### src/rtl/axis_cfg_sched_pkg.sv
// Shared definitions for the axis engine config scheduler: FSM encoding and
// default engine register addresses.
package axis_cfg_sched_pkg;

  typedef enum logic [2:0] {
    ST_IDLE,
    ST_HOST,
    ST_ID,
    ST_ADDR,
    ST_LEN
  } state_e;

  localparam int unsigned DEF_CONFIG_ADDR = 0;
  localparam int unsigned DEF_CONFIG_DATA = 1;

endpackage

### src/rtl/cfg_fifo.sv
// First-word-fall-through FIFO holding pending host config writes. A push
// while full is accepted only when a pop frees a slot in the same cycle.
module cfg_fifo #(
  parameter int WIDTH  = 8,
  parameter int AWIDTH = 2
) (
  input  logic              clk,
  input  logic              rst_n,
  input  logic              push,
  input  logic [WIDTH-1:0]  wdata,
  input  logic              pop,
  output logic [WIDTH-1:0]  rdata,
  output logic              empty,
  output logic              full
);

  localparam int DEPTH = 1 << AWIDTH;

  logic [WIDTH-1:0]  mem [DEPTH];
  logic [AWIDTH:0]   wr_ptr_q;
  logic [AWIDTH:0]   rd_ptr_q;
  logic              do_push;
  logic              do_pop;

  // Extra pointer MSB distinguishes full from empty when the indices match.
  assign empty   = (wr_ptr_q == rd_ptr_q);
  assign full    = (wr_ptr_q[AWIDTH] != rd_ptr_q[AWIDTH]) &&
                   (wr_ptr_q[AWIDTH-1:0] == rd_ptr_q[AWIDTH-1:0]);
  assign do_pop  = pop && !empty;
  assign do_push = push && (!full || do_pop);
  assign rdata   = mem[rd_ptr_q[AWIDTH-1:0]];

  // NOTE: sequential state uses non-blocking assignments so every register
  // samples pre-edge values regardless of statement order.
  always_ff @(posedge clk or negedge rst_n) begin
    if (!rst_n) begin
      wr_ptr_q <= '0;
      rd_ptr_q <= '0;
    end else begin
      if (do_push) wr_ptr_q <= wr_ptr_q + (AWIDTH+1)'(1);
      if (do_pop)  rd_ptr_q <= rd_ptr_q + (AWIDTH+1)'(1);
    end
  end

  // NOTE: storage has no reset; the pointers alone define which entries are
  // valid, so clearing the array would only cost reset fan-out.
  always_ff @(posedge clk) begin
    if (do_push) mem[wr_ptr_q[AWIDTH-1:0]] <= wdata;
  end

endmodule

### src/rtl/axis_cfg_sched.sv
// Serialises host config writes and three-beat descriptor sequences onto a
// single registered axis engine config bus; host writes take priority.
module axis_cfg_sched
  import axis_cfg_sched_pkg::*;
#(
  parameter int          CFG_AWIDTH  = 5,
  parameter int          CFG_DWIDTH  = 32,
  parameter int unsigned CONFIG_ADDR = DEF_CONFIG_ADDR,
  parameter int unsigned CONFIG_DATA = DEF_CONFIG_DATA,
  parameter int          HQ_AWIDTH   = 2
) (
  input  logic                  clk,
  input  logic                  rst_n,
  input  logic [CFG_AWIDTH-1:0] host_addr,
  input  logic [CFG_DWIDTH-1:0] host_data,
  input  logic                  host_valid,
  input  logic [CFG_DWIDTH-1:0] desc_id,
  input  logic [CFG_DWIDTH-1:0] desc_addr,
  input  logic [CFG_DWIDTH-1:0] desc_len,
  input  logic                  desc_valid,
  output logic                  desc_ready,
  output logic [CFG_AWIDTH-1:0] cfg_addr,
  output logic [CFG_DWIDTH-1:0] cfg_data,
  output logic                  cfg_valid,
  output logic                  busy,
  output logic                  host_ovf,
  output logic [CFG_DWIDTH-1:0] seq_cnt
);

  localparam int EW = CFG_AWIDTH + CFG_DWIDTH;

  state_e                state_q, state_d;
  logic [EW-1:0]         fifo_rdata;
  logic [CFG_AWIDTH-1:0] head_addr;
  logic [CFG_DWIDTH-1:0] head_data;
  logic                  fifo_empty;
  logic                  fifo_full;
  logic                  pop;
  logic                  accept;
  logic                  seq_inc;
  logic                  run_q;
  logic [CFG_DWIDTH-1:0] desc_addr_q;
  logic [CFG_DWIDTH-1:0] desc_len_q;
  logic                  beat_valid;
  logic [CFG_AWIDTH-1:0] beat_addr;
  logic [CFG_DWIDTH-1:0] beat_data;

  cfg_fifo #(
    .WIDTH  (EW),
    .AWIDTH (HQ_AWIDTH)
  ) u_host_q (
    .clk   (clk),
    .rst_n (rst_n),
    .push  (host_valid),
    .wdata ({host_addr, host_data}),
    .pop   (pop),
    .rdata (fifo_rdata),
    .empty (fifo_empty),
    .full  (fifo_full)
  );

  assign {head_addr, head_data} = fifo_rdata;

  // run_q keeps desc_ready low while reset is asserted.
  assign desc_ready = run_q && (state_q == ST_IDLE) && fifo_empty && !host_valid;
  assign busy       = (state_q != ST_IDLE) || !fifo_empty;

  // NOTE: every output of this block gets a default first, so no path
  // through the case can leave a signal unassigned and infer a latch.
  always_comb begin
    state_d    = state_q;
    beat_valid = 1'b0;
    beat_addr  = '0;
    beat_data  = '0;
    pop        = 1'b0;
    accept     = 1'b0;
    seq_inc    = 1'b0;
    unique case (state_q)
      ST_IDLE: begin
        if (!fifo_empty) begin
          pop        = 1'b1;
          state_d    = ST_HOST;
          beat_valid = 1'b1;
          beat_addr  = head_addr;
          beat_data  = head_data;
        end else if (desc_valid && desc_ready) begin
          accept     = 1'b1;
          state_d    = ST_ID;
          beat_valid = 1'b1;
          beat_addr  = CFG_AWIDTH'(CONFIG_ADDR);
          beat_data  = desc_id;
        end
      end
      ST_HOST: state_d = ST_IDLE;
      ST_ID: begin
        state_d    = ST_ADDR;
        beat_valid = 1'b1;
        beat_addr  = CFG_AWIDTH'(CONFIG_DATA);
        beat_data  = desc_addr_q;
      end
      ST_ADDR: begin
        state_d    = ST_LEN;
        beat_valid = 1'b1;
        beat_addr  = CFG_AWIDTH'(CONFIG_DATA);
        beat_data  = desc_len_q;
      end
      ST_LEN: begin
        state_d = ST_IDLE;
        seq_inc = 1'b1;
      end
      default: state_d = ST_IDLE;
    endcase
  end

  // The beat for each state is computed one cycle ahead so the bus is
  // registered while the state register shows the beat in flight.
  always_ff @(posedge clk or negedge rst_n) begin
    if (!rst_n) begin
      state_q     <= ST_IDLE;
      cfg_valid   <= 1'b0;
      cfg_addr    <= '0;
      cfg_data    <= '0;
      seq_cnt     <= '0;
      host_ovf    <= 1'b0;
      run_q       <= 1'b0;
      desc_addr_q <= '0;
      desc_len_q  <= '0;
    end else begin
      state_q   <= state_d;
      cfg_valid <= beat_valid;
      cfg_addr  <= beat_addr;
      cfg_data  <= beat_data;
      run_q     <= 1'b1;
      if (seq_inc) seq_cnt <= seq_cnt + CFG_DWIDTH'(1);
      if (host_valid && fifo_full && !pop) host_ovf <= 1'b1;
      if (accept) begin
        desc_addr_q <= desc_addr;
        desc_len_q  <= desc_len;
      end
    end
  end

endmodule
### config.mk
export PLATFORM = sky130hd
export DESIGN_NAME = axis_cfg_sched
export DESIGN_NICKNAME = d
export VERILOG_FILES = /design/src/rtl/axis_cfg_sched_pkg.sv /design/src/rtl/cfg_fifo.sv /design/src/rtl/axis_cfg_sched.sv
export SDC_FILE = /design/constraint.sdc
export NUM_CORES = 1
export LEC_CHECK = 0
export ABC_AREA = 0
export BUFFER_PORTS_ARGS = -buffer_cell sky130_fd_sc_hd__buf_2
export CAP_MARGIN = 20
export CORE_ASPECT_RATIO = 0.7
export CORE_MARGIN = 1
export CORE_UTILIZATION = 55
export CTS_CLUSTER_DIAMETER = 40
export DETAILED_ROUTE_END_ITERATION = 8
export PLACE_DENSITY = 0.87
export SYNTH_ARGS = -nofsm -noshare
export SYNTH_HDL_FRONTEND = slang
export SYNTH_SLANG_ARGS = --single-unit
### constraint.sdc
create_clock -name clk -period 3.2 [get_ports clk]
set_input_delay 0.64 -clock clk [delete_from_list [all_inputs] [get_ports clk]]
set_output_delay 0.64 -clock clk [all_outputs]
set_load 0.005 [all_outputs]
==> flow_summary.json <==
{
  "clock_insertion_delay_worst_skew_ns": 0.53,
  "grt_pass1_wl_mm": 37.6,
  "synth_edf_count": 148,
  "timing.rr.start": "u_host_q.wr_ptr_q[0]$_DFFE_PN0N_",
  "seq_area_frac_synth_pct": 71.1,
  "crit_fanout": 5,
  "critPathLaunchType": "register",
  "postSynthAreaPerCell_sq_um": 18.0,
  "drv_cap": 0,
  "detail_route.drc_violations": 0,
  "worst_hold_path_type": "primary input to async pin",
  "tritoncts": "done",
  "status": "complete, no violations",
  "final.min_clock_period_ns": 2.83,
  "initial_core_util_pct": 56.8,
  "timing.clock.skew_ns": 0.0131,
  "synth_fp_nets": 774,
  "worstMarginPinSlew_ns": 1.02,
  "fmaxAchievable_ghz": 0.353,
  "critPathArrivalTime_ns": 2.19,
  "clk_pin_slew_worst_paths_ns": 0.06,
  "cell_variety_after_synth": 37,
  "tritoncts.num_buffers": 28,
  "first_global_vias": 6932,
  "drt-wirelength-per-cell_microns": 20.8,
  "worst_slew_margin_rel_pct": 31.3,
  "cts_setup_buffers": 0,
  "r2r_cells": 5,
  "cts.sinks": 293,
  "finalPower_mw": 11.6,
  "setup_violations": 0,
  "coreArea_sq_um": 20000,
  "dp_hpwl_mm": 16.2,
  "final_antenna_net_count": 0,
  "fin_setup_tns_ns": 0,
  "crit_path_end_kind": "output pin",
  "power.static_leakage_nw": 5.84,
  "global_route.overflow_total": 0,
  "unrepaired_setup_endpoints_after_global_routing": "false",
  "rrSetupSlack_ns": 0.79,
  "worst_ep_required_time_ns": 2.56,
  "critical_path.startpoint": "u_host_q.wr_ptr_q[0]$_DFFE_PN0N_",
  "num_io_pins": 210,
  "irDropWorstVdd_mv": 0.613,
  "route.vias.total": 6581,
  "synth.largest_area_cell": "sky130_fd_sc_hd__edfxtp_1",
  "proportion_of_register_bits_with_asynchronous_set_or_reset_after_synthesis_pct": 49.5,
  "max_root_sink_buffers": 3,
  "netlist_top_cells_area": "sky130_fd_sc_hd__edfxtp_1 39%, sky130_fd_sc_hd__dfrtp_1 32%, sky130_fd_sc_hd__mux4_2 7.3%",
  "finalHoldViolCount": 0,
  "chipWidth_microns": 174,
  "rows": 43,
  "vias_per_cell": 5.72,
  "timing.rr.end": "desc_addr_q[18]$_DFFE_PN0P_",
  "synthesis.area_sq_um": 11400,
  "dr.pass1.iters": 7,
  "min_period_over_period_pct": 88.4,
  "postSynthRegisterBits": 293,
  "clk_root_buffer_cell": "sky130_fd_sc_hd__clkbuf_16",
  "port_buffers": 209,
  "layout-drive-gt1-share_pct": 43.3,
  "synth_cells": 631,
  "synthesis.yosys.warnings": 0,
  "critical_path.endpoint": "desc_ready",
  "net_count_of_the_finished_layout": 1000,
  "dominantRegCellSynth": "sky130_fd_sc_hd__edfxtp_1",
  "wirelength_mm": 24.0,
  "pin_count_of_the_biggest_net_entering_global_routing": 74,
  "antenna_found_initial": 3,
  "cts.htree.levels": 1,
  "power_density_nw_per_um2": 845,
  "gpl.final_weighted_congestion": 0.788,
  "path_class": "register to output pin",
  "initialDrtViolationCount": 525,
  "chipHeight_microns": 122,
  "synthToLayoutAreaGrowth_pct": 20.7,
  "die_area_sq_um": 21200,
  "global_route.usage.total_pct": 22.9,
  "cts-hold-fix-buffers": 0,
  "post_cts_gate_resize_count": 0,
  "final.fill_count": 1343,
  "yosysTopAreaCellShare_pct": 39.1,
  "slew_viol_final": 0
}
## stage by stage
stage / cell area, sq um / worst slack (ns) / std cells / utilization [%] / hold slack (ns)
6_report: 13700 / 0.370 / 1150 / 68.5 / 0.0952
5_1_grt: 13700 / 0.274 / 1149 / 68.5 / 0.149
4_1_cts: 13700 / 0.386 / 1149 / 68.5 / 0.148
3_5_place_dp: 12800 / 0.841 / 1097 / 64.1 / 0.466
3_3_place_gp: 12800 / 0.944 / 1097 / 64.1 / 0.458
2_1_floorplan: 11400 / 0.642 / 631 / - / 0.344
## routing by layer
metal	part of all wire, %	GRT usage, %	up-vias
met5	0.058	0	-
met4	1.2	4.55	2
met3	8.6	5.82	26
met2	48	37.0	247
met1	42	32.3	3378
li1	-	-	2928
## worst min path at each step
stage / start / end / depth (start not counted)
2_1_floorplan: rst_n / cfg_addr[0]$_DFF_PN0_ / 0
6_report: rst_n / seq_cnt[27]$_DFFE_PN0N_ / 1
4_1_cts: rst_n / seq_cnt[27]$_DFFE_PN0N_ / 1
3_3_place_gp: seq_cnt[31]$_DFFE_PN0N_ / seq_cnt[31]$_DFFE_PN0N_ / 1
5_1_grt: rst_n / seq_cnt[27]$_DFFE_PN0N_ / 1
3_5_place_dp: seq_cnt[31]$_DFFE_PN0N_ / seq_cnt[31]$_DFFE_PN0N_ / 1
## kinds of logic after synthesis
kind of cell,synth area share (%)
flip-flops,71.1
other,0.0330
AO/OA/AOI/OAI,5.65
XOR/XNOR,3.01
AND/OR/NAND/NOR,4.42
multiplexers,13.8
adder cells (fa/ha/maj),0.661
buffers and inverters,1.38
## sequential cells by signal (all words and copies together), names as in the netlist
name,flops
cfg_addr,5
cfg_data,32
cfg_valid,1
desc_addr_q,32
desc_len_q,32
host_ovf,1
run_q,1
seq_cnt,32
state_q,3
u_host_q.mem,148
u_host_q.rd_ptr_q,3
u_host_q.wr_ptr_q,3
## area by class of cell
cell class                 instances  area (sq um)  area share (%)
multi-input combinational        302          3170            23.1
timing repair buffer             227          1240            9.02
sequential                       293          8080            58.9
clock inverter                    17           123           0.894
inverter                           5          18.8           0.137
tap                              270           338            2.46
clock buffer                      35           748            5.46
antenna                            1          2.50          0.0182
## where the power goes
group / internal, mW / switching (mW)
Sequential: 5.03 / 0.408
Combinational: 1.53 / 1.51
Clock: 1.75 / 1.37
Total: 8.31 / 3.29
## cell usage in the layout (no fill, tap or decap), types with 2 or more instances in the layout
cell and n:
sky130_fd_sc_hd__and3_1 6, sky130_fd_sc_hd__nor3_1 5, sky130_fd_sc_hd__nor3b_1 2, sky130_fd_sc_hd__buf_2 208, sky130_fd_sc_hd__nand4b_1 3, sky130_fd_sc_hd__clkbuf_1 6
sky130_fd_sc_hd__mux4_2 37, sky130_fd_sc_hd__a221o_1 32, sky130_fd_sc_hd__clkbuf_16 29, sky130_fd_sc_hd__nor2_1 3, sky130_fd_sc_hd__and4_1 6, sky130_fd_sc_hd__dfrtp_1 143
sky130_fd_sc_hd__and2_2 4, sky130_fd_sc_hd__o21ai_0 2, sky130_fd_sc_hd__clkinv_4 2, sky130_fd_sc_hd__buf_4 14, sky130_fd_sc_hd__and2_1 7, sky130_fd_sc_hd__clkinv_1 6
sky130_fd_sc_hd__nor2_4 3, sky130_fd_sc_hd__clkinv_2 5, sky130_fd_sc_hd__inv_1 5, sky130_fd_sc_hd__dfrtp_2 2, sky130_fd_sc_hd__xor2_1 8, sky130_fd_sc_hd__xnor2_1 31
sky130_fd_sc_hd__mux2_2 65, sky130_fd_sc_hd__inv_8 2, sky130_fd_sc_hd__edfxtp_1 148, sky130_fd_sc_hd__nand2_1 16, sky130_fd_sc_hd__buf_12 4, sky130_fd_sc_hd__a22o_1 32
sky130_fd_sc_hd__ha_1 6, sky130_fd_sc_hd__nand3_1 10, sky130_fd_sc_hd__nand4_1 13
## worst max-delay path, stage by stage, from the launching register on
cell	delay [ns]
sky130_fd_sc_hd__dfrtp_1	0.43
sky130_fd_sc_hd__xnor2_1	0.45
sky130_fd_sc_hd__nand4_1	0.36
sky130_fd_sc_hd__nor3b_1	0.26
sky130_fd_sc_hd__buf_2	0.16
## cell usage after synthesis, types with 2 or more instances
library cell / count
sky130_fd_sc_hd__a221o_1: 32
sky130_fd_sc_hd__a22o_1: 32
sky130_fd_sc_hd__and2_1: 11
sky130_fd_sc_hd__and3_1: 6
sky130_fd_sc_hd__and4_1: 6
sky130_fd_sc_hd__buf_1: 2
sky130_fd_sc_hd__buf_2: 11
sky130_fd_sc_hd__buf_4: 2
sky130_fd_sc_hd__clkbuf_1: 16
sky130_fd_sc_hd__dfrtp_1: 145
sky130_fd_sc_hd__edfxtp_1: 148
sky130_fd_sc_hd__ha_1: 6
sky130_fd_sc_hd__inv_1: 5
sky130_fd_sc_hd__mux2_2: 65
sky130_fd_sc_hd__mux4_2: 37
sky130_fd_sc_hd__nand2_1: 16
sky130_fd_sc_hd__nand3_1: 10
sky130_fd_sc_hd__nand4_1: 13
sky130_fd_sc_hd__nand4b_1: 3
sky130_fd_sc_hd__nor2_1: 5
sky130_fd_sc_hd__nor3_1: 5
sky130_fd_sc_hd__nor3b_1: 2
sky130_fd_sc_hd__o21ai_0: 2
sky130_fd_sc_hd__xnor2_1: 31
sky130_fd_sc_hd__xor2_1: 8
Note: power is estimated with default switching activity, not from simulation.
